### config.mk
export PLATFORM = sky130hd
export DESIGN_NAME = encoder
export DESIGN_NICKNAME = d
export VERILOG_FILES = /design/src/rtl/encoder_pkg.sv /design/src/rtl/encoder_prio_comb.sv /design/src/rtl/encoder.sv
export SDC_FILE = /design/constraint.sdc
export NUM_CORES = 1
export LEC_CHECK = 0
export BUFFER_PORTS_ARGS = -buffer_cell sky130_fd_sc_hd__buf_2
export CAP_MARGIN = 15
export CORE_AREA = 2 2 39 41
export DETAILED_ROUTE_END_ITERATION = 10
export DIE_AREA = 0 0 41 43
export HOLD_SLACK_MARGIN = 0.02
export PLACE_DENSITY = 0.45
export SLEW_MARGIN = 15
export SYNTH_ARGS = -nofsm -noshare
export SYNTH_HDL_FRONTEND = slang
export SYNTH_SLANG_ARGS = --single-unit
### constraint.sdc
create_clock -name clk -period 0.85 [get_ports clk]
set_input_delay 0.1275 -clock clk [delete_from_list [all_inputs] [get_ports clk]]
set_output_delay 0.1275 -clock clk [all_outputs]
set_load 0.05 [all_outputs]
### src/rtl/encoder_pkg.sv
// ============================================================================
//  Module : encoder_pkg
//  Brief  : Shared widths and types for the registered priority encoder.
//  Rev    : 1.0  initial release
// ============================================================================
`default_nettype none

package encoder_pkg;

  localparam int ENC_IN_W  = 8;
  localparam int ENC_OUT_W = 3;

  typedef logic [ENC_IN_W-1:0]  enc_in_t;
  typedef logic [ENC_OUT_W-1:0] enc_idx_t;

endpackage

`default_nettype wire

### src/rtl/encoder_prio_comb.sv
// ============================================================================
//  Module : encoder_prio_comb
//  Brief  : Combinational highest-index-wins encoder with any/multi-hot flags.
//  Rev    : 1.0  initial release
// ============================================================================
`default_nettype none

module encoder_prio_comb
  import encoder_pkg::*;
#(
  parameter  int IN_W  = ENC_IN_W,
  localparam int OUT_W = $clog2(IN_W)
) (
  input  logic [IN_W-1:0]  in,
  output logic [OUT_W-1:0] idx,
  output logic             any,
  output logic             multi
);

  logic             w_found;
  logic [IN_W-1:0]  w_below;

  // Walk down from the MSB; the first set bit encountered is the winner.
  always_comb begin
    idx     = '0;
    w_found = 1'b0;
    for (int i = IN_W - 1; i >= 0; i--) begin
      if (!w_found && in[i]) begin
        idx     = OUT_W'(i);
        w_found = 1'b1;
      end
    end
  end

  // Clearing the lowest set bit leaves something only when two or more were set.
  assign w_below = in - IN_W'(1);
  assign any     = |in;
  assign multi   = |(in & w_below);

endmodule

`default_nettype wire

### src/rtl/encoder.sv
// ============================================================================
//  Module : encoder
//  Brief  : Registered 8-to-3 priority encoder (1-cycle latency). Optional
//           multi-hot flag port err under ENCODER_ONEHOT_CHECK_EN.
//  Rev    : 1.0  initial release
// ============================================================================
`default_nettype none

module encoder
  import encoder_pkg::*;
#(
  parameter  int IN_W  = ENC_IN_W,
  localparam int OUT_W = $clog2(IN_W)
) (
  input  logic             clk,
  input  logic             rst,
  input  logic [IN_W-1:0]  in,
  output logic [OUT_W-1:0] out,
`ifdef ENCODER_ONEHOT_CHECK_EN
  output logic             err,
`endif
  output logic             valid
);

  logic [OUT_W-1:0] w_idx;
  logic             w_any;
  logic             w_multi;
  logic [OUT_W-1:0] r_out;
  logic             r_valid;

  encoder_prio_comb #(
    .IN_W (IN_W)
  ) u_prio (
    .in    (in),
    .idx   (w_idx),
    .any   (w_any),
    .multi (w_multi)
  );

  // Outputs are the only state; reset overrides whatever is on in.
  always_ff @(posedge clk) begin
    if (rst) begin
      r_out   <= '0;
      r_valid <= 1'b0;
    end else begin
      r_out   <= w_idx;
      r_valid <= w_any;
    end
  end

  assign out   = r_out;
  assign valid = r_valid;

`ifdef ENCODER_ONEHOT_CHECK_EN
  logic r_err;

  always_ff @(posedge clk) begin
    if (rst) begin
      r_err <= 1'b0;
    end else begin
      r_err <= w_multi;
    end
  end

  assign err = r_err;
`else
  logic w_multi_unused;
  assign w_multi_unused = w_multi;
`endif

endmodule

`default_nettype wire

==> results.txt, run 1 <==
The flow ran to the end, and the final reports show no timing, DRC or antenna violations. Dividing the synthesized area by the synthesized cell count gives 9.57 µm². In this run the static leakage power is 0.130 nW. The H-tree depth reported by CTS was 1; the measured slew at the worst slew-check pin was 238 ps.

The share of post-route cells with drive strength above 1 works out to 0.636. Once placement completed, the tool counted placed cells totaling 46. The max-slew violation count is 0. On the worst path, the slowest cell contributes a delay of 320 ps.

Counting the buffers created by CTS gives 3. Period utilization: 0.965. The first global-routing pass estimated 655 µm of wire. The initial core utilization was 0.118. The tools report the library cell used as clock root buffer as sky130_fd_sc_hd__clkbuf_4. For this run, the number of Yosys warnings is 0. The cell with the biggest individual delay on the critical path was sky130_fd_sc_hd__dfxtp_2.

The run gives 10 as the post-synthesis cell type count. For this run the aggregate overflow at the end of global routing stands at 0. Entering global routing, the biggest net connects 5 pins. The number of antenna diodes in the final layout is 0.

The number of buffer and inverter stages on the critical path was 1; the number of standard cells after synthesis was 17. Detailed router's first-iteration violation count: 1. The fraction of post-synthesis cell area in the top cell type by area was 0.492; the detail-routed via count per cell was 3.82.

The first TritonRoute pass finished after 2 iterations. TritonCTS built the clock tree. In the final routed layout, each cell accounts on average for 8.80 µm. Setup repair after global routing could not meet its margin everywhere. Data on the critical path arrives at its endpoint at 690 ps. For this design the ratio of total power to cell area is 1850 mW/mm². The overall power is 563 µW. Length of routed met3 wiring: 111 µm. Ranked by total cell area, the synthesized netlist is headed by sky130_fd_sc_hd__dfxtp_1 49%, sky130_fd_sc_hd__nor4_4 13%, sky130_fd_sc_hd__nor2_1 9.2%. When the netlist entered floorplanning its net count stood at 27. The floorplan step set the die width to 41 µm.

Registers take 85.1 µm². The tightest min-delay check is of the input pin to register type. The post-synthesis instance area is 163 µm².

The tools report the kind of end point of the critical path as a primary output. The die is 43 µm tall. The congestion estimate from routability-driven global placement came to 0.688.

The global routing usage summed across all routing layers was 0.0633; the share of the yosys chip area belonging to registers was 0.492. The worst hold path begins at rst. For the I/O pin total, the log shows 14. Classification of the worst setup path: register to primary output. The number of synthesized register bits is 4.

The run gives 304 µm² as the post-layout instance area. In this run, post-CTS hold repair placed 0 buffers. The count of nets left with antenna violations once routing finished came out at 0.

Max-cap violations in this run came to 0. The dominant cell type by area after synthesis is sky130_fd_sc_hd__dfxtp_1. Instance area after placement: 248 µm². The largest fanout of any net on the critical path was 1; the area growth from synthesis to layout was 86.9%. The run gives 0.220 as the utilization of the core after routing. The routed design uses 124 µm of met2 wire.

The worst hold path was traced through 2 stages. Summed over all failing endpoints, the final setup total negative slack is 0 ps. Counting the fill cells in the layout gives 144.

The via count of the first global-routing pass is 167. The run gives 0.00176 mm² as the full die area. The final non-filler cell total was 49; the total wire length after detailed routing was 431 µm. The combined area of the multi-input logic cells is 82.6 µm². In this run the tool buffered the top-level ports with 13 buffer cells. The number of setup violations in the final report is 0, and the worst supply voltage drop on vdd is 0.000360 V. After detailed routing, no signal wire sits above met3.

Counting along the longest clock path gives a buffer depth of 2. Row generation in the floorplan step produced 14 rows. Timing would allow up to 1220 MHz. Clock-pin slew was measured on the worst setup and hold paths at 30 ps. Across all layers, the routed design uses 187 vias. Walking the worst path, the cells encountered are buf_6. For the number of hold-slack violations in the final timing report, the log shows 0. For hold timing, the worst endpoint is out[1]$_SDFF_PP0_. The core region is 0.00138 mm².

The worst slew slack as a fraction of its limit is 0.840. The family with the most delay on the worst path is flip-flops. In the routed design, unresolved DRC markers number 0.

At the end of the flow, the number of nets in the layout was 45. The number of antenna violations at the first check in global routing is 0, and the clock net sink count is 4. In the final routing, the length of wire on met1 measures 195 µm. STA classifies the critical path startpoint as a register.

STA puts the critical path data required time at 720 ps. Counting I/O delays and the setup requirement, the final critical path takes 820 ps.
-- repair_timing --
item	in CTS	in global routing
cloned	0	0
setup endpoints to repair	4	2
hold endpoints to repair	0	0
buffers inserted	0	0
gates resized for setup	10	3
-- kinds of logic (layout without fill, tap and decap cells) --
logic type | after synthesis | count (layout) | share of synthesized area
AO/OA/AOI/OAI | 3 | 3 | 0.100
buffers and inverters | 0 | 16 | 0
flip-flops | 4 | 4 | 0.492
AND/OR/NAND/NOR | 10 | 10 | 0.408
-- cell usage in the layout (no fill, tap or decap), drive strengths merged --
cell / synthesis / layout
or3: 1 / 1
nor2b: 1 / 1
a31oi: 1 / 1
nor4: 1 / 1
a21oi: 2 / 2
nor2: 4 / 4
buf: 0 / 13
nand3: 1 / 1
nor3: 1 / 1
nor3b: 1 / 1
dfxtp: 4 / 4
clkbuf: 0 / 3
-- routing by layer --
metal,track usage,vias to the layer above
li1,-,94
met1,0.0836,79
met2,0.0438,14
met3,0.0576,0
met4,0.0800,0
met5,0,-
-- how the worst max path moves through the flow --
stage                     cells past startpoint         startpoint           endpoint  slack [ps]
after floorplan                               0  out[0]$_SDFF_PP0_             out[0]         140
final                                         1  out[0]$_SDFF_PP0_             out[0]          30
after global placement                        4              in[5]  out[0]$_SDFF_PP0_         -30
after detailed placement                      4              in[5]  out[0]$_SDFF_PP0_         -30
after CTS                                     1  out[2]$_SDFF_PP0_             out[2]           6
after global routing                          1  out[2]$_SDFF_PP0_             out[2]        -0.8
-- registers in the layout, summed over array words and instances, names as in the netlist --
name,cells
valid,1
out,3
-- layout make-up --
type,instances,share of cell area
timing repair buffer,13,0.309
multi-input combinational,13,0.272
sequential,4,0.280
tap,16,0.0658
clock buffer,3,0.0741
-- stage by stage --
stage	hold WS, ps	setup WS (ps)
detailed placement	345	-30.1
global placement	339	-25.2
finish	97.2	29.6
CTS	89.4	6.24
floorplan	197	135
global route	96.5	-0.778
-- Yosys cell counts (all sizes together) --
cell type,count
nor2,4
nor2b,1
nand3,1
nor4,1
a21oi,2
or3,1
dfxtp,4
a31oi,1
nor3b,1
nor3,1
-- power breakdown --
part | leakage, nW | total [mW] | switching (mW) | internal [mW]
combinational | 0.0826 | 0.128 | 0.0756 | 0.0522
sequential | 0.0340 | 0.210 | 0.00633 | 0.204
clock | 0.0138 | 0.225 | 0.0680 | 0.157
total | 0.130 | 0.563 | 0.150 | 0.413
No activity file was read; power rests on OpenSTA's default activity.
==> run 2, diff against run 1 <==
PLACE_DENSITY = not set   (was 0.45)
SYNTH_HIERARCHICAL = 1   (was not set)
==> run 2 against run 1 <==
  * Worst hold slack got worse by 10 ps
  * Clock-buffer cell count is the same
  * Synthesized cell count increased by 18%
  * Wire length fell by 15%
  * Sequential power is essentially flat
  * Flip-flop and latch count is the same
  * Largest power group unchanged
==> results.txt, run 2 <==
The number of buffers on the longest clock path is 2 (unchanged), and the count of TritonRoute iterations in the first routing pass is 2 (unchanged). The total nets after synthesis was 30 (was 27); the number of flip-flops in the largest register was 3 (unchanged). The final critical delay including setup and external delays was 822 ps (was 820 ps); the initial core utilization was 0.128 (was 0.118). For the post-CTS setup buffer count, the log shows 0 (unchanged).

Number of input and output port buffers inserted: 13 (unchanged). Post-layout net count: 48 (was 45). The filler cell count is 149 (was 144), and the number of buffer and inverter stages on the critical path is 1 (unchanged).

The cell with the biggest individual delay on the critical path is sky130_fd_sc_hd__dfxtp_1 (was sky130_fd_sc_hd__dfxtp_2). The required time of the critical path is 720 ps (about the same), and the number of standard cells after synthesis is 20 (was 17). Post-synthesis instance area: 178 µm² (was 163 µm²). The type of the worst min-delay path was input pin to register (unchanged).

The tools report the kind of end point of the critical path as a primary output (unchanged). The detail-routed via count per cell works out to 3.35 (was 3.82). The H-tree depth reported by CTS is 1 (unchanged), and the internal power contribution is 415 µW (was 413 µW). Global-route congestion overflow total: 0 (unchanged). The worst slew slack as a fraction of its limit came out at 0.877 (was 0.840). The area growth from synthesis to layout was 78.9% (was 86.9%); the placeable core area was 0.00138 mm² (unchanged). The number of warning messages in the yosys log came out at 6 (was 0). Relative contribution of sequential cells to total power: 0.367 (was 0.373).

Via count of the first global-routing pass: 181 (was 167). The global routing usage summed across all routing layers is 0.0552 (was 0.0633). TritonCTS built the clock tree. The logs give 690 ps (about the same) for the arrival time of data at the critical path endpoint and 0.226 (was 0.227) for the power share of the combinational group. Classification of the worst setup path: register to primary output (unchanged). For the count of maximum capacitance violations, the log shows 0 (unchanged). The tools report the global-route wire length before repair as 593 µm (was 655 µm). Library cell used as clock root buffer: sky130_fd_sc_hd__clkbuf_4 (unchanged).

The tools report the number of buffers inserted by hold repair at cts as 0 (unchanged). The tools report the utilization of the core after routing as 0.230 (was 0.220). The tools report the smallest hold slack as 87.1 ps (was 97.2 ps). The detailed router's first-iteration violation count was 1 (unchanged); the remaining number of nets flagged by the antenna check after routing was 0 (unchanged). The via total after detailed routing was 174 (was 187). The share of post-route cells with drive strength above 1 was 0.556 (was 0.636); the switching power summed over all nets was 154 µW (was 150 µW). The fmax came out at 1220 MHz (about the same).

The total wire length after detailed routing is 366 µm (was 431 µm). The area of all sequential standard cells came out at 83.8 µm² (was 85.1 µm²). Most frequent standard cell in the layout excluding fill and tap cells: sky130_fd_sc_hd__buf_2 (unchanged). The tools report the hold path startpoint as rst (unchanged). The areal power density over the cells is 1790 mW/mm² (was 1850 mW/mm²). The post-layout instance area was 318 µm² (was 304 µm²). The largest fanout of any net on the critical path was 1 (unchanged). The measured slew at the worst slew-check pin was 183 ps (was 238 ps). For the share of power burned in the clock network, the log shows 0.407 (was 0.400).

The combined area of the multi-input logic cells was 93.8 µm² (was 82.6 µm²); the fraction of met2 tracks used by global routing was 0.0750 (was 0.0438). Leading cell types in the layout, fill and taps excluded: 9 x sky130_fd_sc_hd__buf_2, 4 x sky130_fd_sc_hd__nor2b_1 (was 9 x sky130_fd_sc_hd__buf_2, 4 x sky130_fd_sc_hd__nor2_1, 4 x sky130_fd_sc_hd__dfxtp_2). The met1 capacity usage during global routing came out at 0.0513 (was 0.0836). Family with the most delay on the worst path: flip-flops (unchanged). The clock net sink count was 4 (unchanged).

The routability congestion estimate from global placement was 0.654 (was 0.688). For the static leakage, the log shows 0.141 nW (was 0.130 nW). The switching part of the total works out to 0.271 (was 0.266). The most crowded layer after global routing is met4 (was met1). The logs give 0 (unchanged) for the number of hold-slack violations in the final timing report and 0 (unchanged) for the number of setup violations in the final report. The full die area is 0.00176 mm² (unchanged), and the met3 global-route usage is 0.0157 (was 0.0576).

The number of inserted diodes is 0 (unchanged), and the synthesized area per cell is 8.88 µm² (was 9.57 µm²). The worst setup path startpoint is valid$_SDFF_PP0_ (was out[0]$_SDFF_PP0_). The nature of the critical path startpoint was a register (unchanged).

For the pin count of the biggest net entering global routing, the log shows 5 (unchanged). The number of rows in the core area is 14 (unchanged). The delay of the slowest cell on the worst path is 310 ps (was 320 ps), and the period utilization is 0.967 (was 0.965).

The horizontal extent of the die is 41 µm (unchanged). For the I/O pin total, the log shows 14 (unchanged). The floorplan die height works out to 43 µm (unchanged).

The run finished with clean final reports. Max-slew violation count: 0 (unchanged). The number of antenna violations at the first check in global routing is 0 (unchanged). Average wire per cell in the routed design: 7.04 µm (was 8.80 µm). Setup repair after global routing could not meet its margin everywhere. For the worst supply voltage drop on vdd, the log shows 0.000407 V (was 0.000360 V). For the detailed-route DRC error count, the log shows 0 (unchanged). Cell breakdown of the critical path: buf_6 (unchanged). The run gives 263 µm² (was 248 µm²) as the instance area after placement. The total clock buffers created by CTS is 3 (unchanged).

The clock transition time at the flip-flop clock pins of the worst setup and hold paths is 40 ps (was 30 ps).
[run 2: final timing paths]
check                                to  slack [ps]  cells past startpoint
worst max-delay path              valid          30                      1
worst min-delay path  out[0]$_SDFF_PP0_          90                      2
[run 2: per-layer routing]
| metal | vias up | wire (µm) |
|---|---|---|
| li1 | 97 | - |
| met1 | 66 | 153 |
| met2 | 11 | 161 |
| met3 | 0 | 51 |
| met4 | 0 | 0 |
| met5 | - | 0 |
[run 2: power by group through the flow]
stage / logic (mW) / registers, mW / clock network [mW]
after floorplan: 0.0227 / 0.251 / 0
after global placement: 0.112 / 0.206 / 0
after detailed placement: 0.113 / 0.206 / 0
after CTS: 0.127 / 0.207 / 0.249
after global routing: 0.139 / 0.210 / 0.255
final: 0.129 / 0.209 / 0.231
[run 2: timing repair]
action / 4_1_cts / 5_1_grt
resized for setup: 8 / 4
setup endpoints to repair: 4 / 3
endpoints found under the hold margin: 0 / 0
[run 2: cell type report]
type / count / share of cell area
Tap cell: 16 / 0.0630
Sequential cell: 4 / 0.264
Multi-Input combinational cell: 15 / 0.295
Inverter: 1 / 0.0118
Clock buffer: 3 / 0.0709
Timing Repair Buffer: 13 / 0.295
[run 2: metrics by stage]
step	setup TNS (ps)	std cells	total power [mW]	setup slack, ps
finish	0	52	0.569	27.7
global route	-0.572	52	0.604	-0.572
CTS	0	52	0.583	1.42
detailed placement	-26.3	49	0.319	-24.4
global placement	-7.81	49	0.318	-7.81
floorplan	0	20	0.273	135
==> run 3, diff against run 2 <==
PLACE_DENSITY = 0.37   (was not set)
==> run 3 against run 2 <==
  * Total power is 0.85% higher
  * Setup slack improved by 3.6 ps
  * Sequential power is essentially flat
  * Clock power about the same
  * Global-route usage up 0.79 points
  * Via count is 6.3% higher
==> results.txt, run 3 (synthesized netlist as in run 2, its figures left out) <==
The switching power summed over all nets was 156 µW (was 154 µW). The delay of the slowest cell on the worst path works out to 320 ps (was 310 ps). The classification of the worst setup path was register to primary output (unchanged). Half-perimeter wire length of the detailed placement result: 321 µm. The areal power density over the cells was 1780 mW/mm² (was 1790 mW/mm²). The average wire per cell in the routed design was 7.54 µm (was 7.04 µm); the placeable core area was 0.00138 mm² (unchanged).

The count of cells along the worst hold path came out at 2 (unchanged). The number of input and output port buffers inserted was 13 (unchanged). The number of flip-flops in the largest register was 3 (unchanged). The setup slack of the critical path after layout is 31.3 ps (was 27.7 ps). TritonCTS built the clock tree.

The tools report the total clock buffers created by CTS as 3 (unchanged). The most frequent standard cell in the layout excluding fill and tap cells was sky130_fd_sc_hd__buf_2 (unchanged). The run gives 14 (unchanged) as the number of rows in the core area. The nature of the critical path startpoint is a register (unchanged). The measured slew at the worst slew-check pin was 180 ps (was 183 ps); the share of power burned in the clock network was 0.404 (was 0.407). For the max-slew violation count, the log shows 0 (unchanged). The library cell used as clock root buffer is sky130_fd_sc_hd__clkbuf_4 (unchanged). The detailed-route DRC error count came out at 0 (unchanged). The final critical delay including setup and external delays was 819 ps (was 822 ps). The floorplan die height works out to 43 µm (unchanged). For the static leakage, the log shows 0.143 nW (was 0.141 nW).

The cell with the biggest individual delay on the critical path is sky130_fd_sc_hd__dfxtp_2 (was sky130_fd_sc_hd__dfxtp_1). Full die area: 0.00176 mm² (unchanged). Cell breakdown of the critical path: buf_8 (was buf_6). The family with the most delay on the worst path is flip-flops (unchanged). The pre-CTS worst setup slack was -38.7 ps (was -24.4 ps); the required time of the critical path was 720 ps (about the same). The H-tree depth reported by CTS is 1 (unchanged). The type of the worst min-delay path was input pin to register (unchanged). The relative contribution of sequential cells to total power was 0.366 (was 0.367); the horizontal extent of the die was 41 µm (unchanged).

The logs give 52 (unchanged) for the final non-filler cell total and 0.0594 (was 0.0750) for the fraction of met2 tracks used by global routing. The most crowded layer after global routing was met4 (unchanged). The pin count of the biggest net entering global routing was 5 (unchanged); the global-route congestion overflow total was 0 (unchanged). The clock transition time at the flip-flop clock pins of the worst setup and hold paths was 40 ps (about the same).

The number of setup violations in the final report came out at 0 (unchanged). The internal power contribution is 418 µW (was 415 µW). The logs give 0 (unchanged) for the number of hold-slack violations in the final timing report and 0.0631 (was 0.0552) for the global routing usage summed across all routing layers. The power share of the combinational group was 0.230 (was 0.226); the number of inserted diodes was 0 (unchanged). The run gives 392 µm (was 366 µm) as the total wire length after detailed routing. The combined area of the multi-input logic cells was 93.8 µm² (unchanged); the instance count on the critical path was 1 (unchanged).

The area growth from synthesis to layout was 81.7% (was 78.9%). The tools report the arrival time of data at the critical path endpoint as 690 ps (about the same). The filler cell count came out at 159 (was 149). The tools report the kind of end point of the critical path as a primary output (unchanged). The detail-routed via count per cell works out to 3.56 (was 3.35). The run gives 185 (was 174) as the via total after detailed routing. The met1 capacity usage during global routing is 0.0732 (was 0.0513), and the detailed router's first-iteration violation count is 9 (was 1). The share of post-route cells with drive strength above 1 was 0.583 (was 0.556). The area of all sequential standard cells was 85.1 µm² (was 83.8 µm²). The via count of the first global-routing pass is 166 (was 181). For the I/O pin total, the log shows 14 (unchanged). The post-CTS setup buffer count was 0 (unchanged); the count of TritonRoute iterations in the first routing pass was 4 (was 2). The worst supply voltage drop on vdd is 0.000268 V (was 0.000407 V), and the count of maximum capacitance violations is 0 (unchanged). Met3 global-route usage: 0.0314 (was 0.0157).

For the number of placed instances, taps included, the log shows 49 (unchanged). The number of antenna violations at the first check in global routing was 0 (unchanged). The logs give 0 (unchanged) for the remaining number of nets flagged by the antenna check after routing and 0.880 (was 0.877) for the worst slew slack as a fraction of its limit. The largest fanout of any net on the critical path was 1 (unchanged); the number of buffers on the longest clock path was 2 (unchanged). The flow ran to the end, and the final reports show no timing, DRC or antenna violations.

The routability congestion estimate from global placement came out at 0.607 (was 0.654). Leading cell types in the layout, fill and taps excluded: 9 x sky130_fd_sc_hd__buf_2, 4 x sky130_fd_sc_hd__nor2b_1, 4 x sky130_fd_sc_hd__dfxtp_2 (was 9 x sky130_fd_sc_hd__buf_2, 4 x sky130_fd_sc_hd__nor2b_1). The clock net sink count came out at 4 (unchanged).

The initial core utilization is 0.128 (unchanged). The switching part of the total was 0.272 (was 0.271). The post-layout net count was 48 (unchanged). The tools report the fmax as 1220 MHz (about the same). Setup repair after global routing could not meet its margin everywhere. The number of buffer and inverter stages on the critical path is 1 (unchanged), and the period utilization is 0.963 (was 0.967). The global-route wire length before repair is 655 µm (was 593 µm).
[run 3: area by class of cell]
class                           instances  area share
Timing Repair Buffer                   13       0.302
Sequential cell                         4       0.264
Inverter                                1      0.0116
Multi-Input combinational cell         15       0.291
Clock buffer                            3      0.0698
Tap cell                               16      0.0620
[run 3: path summary, 6_finish.rpt]
kind,start,to,slack (ps)
max,out[2]$_SDFF_PP0_,out[2],30
min,rst,valid$_SDFF_PP0_,90
[run 3: routing by layer]
layer  vias to the layer above  part of all wire
li1                         97                 -
met1                        72              0.45
met2                        16              0.38
met3                         0              0.16
met4                         0                 0
met5                         -                 0
[run 3: timing repair]
| item | in CTS | in global routing |
|---|---|---|
| hold buffers | 0 | 0 |
| endpoints found under the setup margin | 4 | 4 |
| gates resized for setup | 7 | 7 |
[run 3: power by group through the flow]
stage               Sequential (mW)  Combinational (mW)  Clock (mW)
floorplan                     0.251              0.0227           0
global placement              0.206               0.114           0
detailed placement            0.206               0.113           0
CTS                           0.205               0.126       0.247
global route                  0.211               0.143       0.269
finish                        0.210               0.132       0.232
[run 3: through the flow]
step,cell area (µm²),utilization,setup TNS (ps),power (mW),hold WS (ps)
floorplan,178,-,0,0.273,199
global placement,263,0.190,-51.2,0.320,347
detailed placement,263,0.190,-38.7,0.319,336
CTS,307,0.222,0,0.578,87.2
global route,323,0.233,-9.04,0.622,88.6
finish,323,0.233,0,0.574,87.5
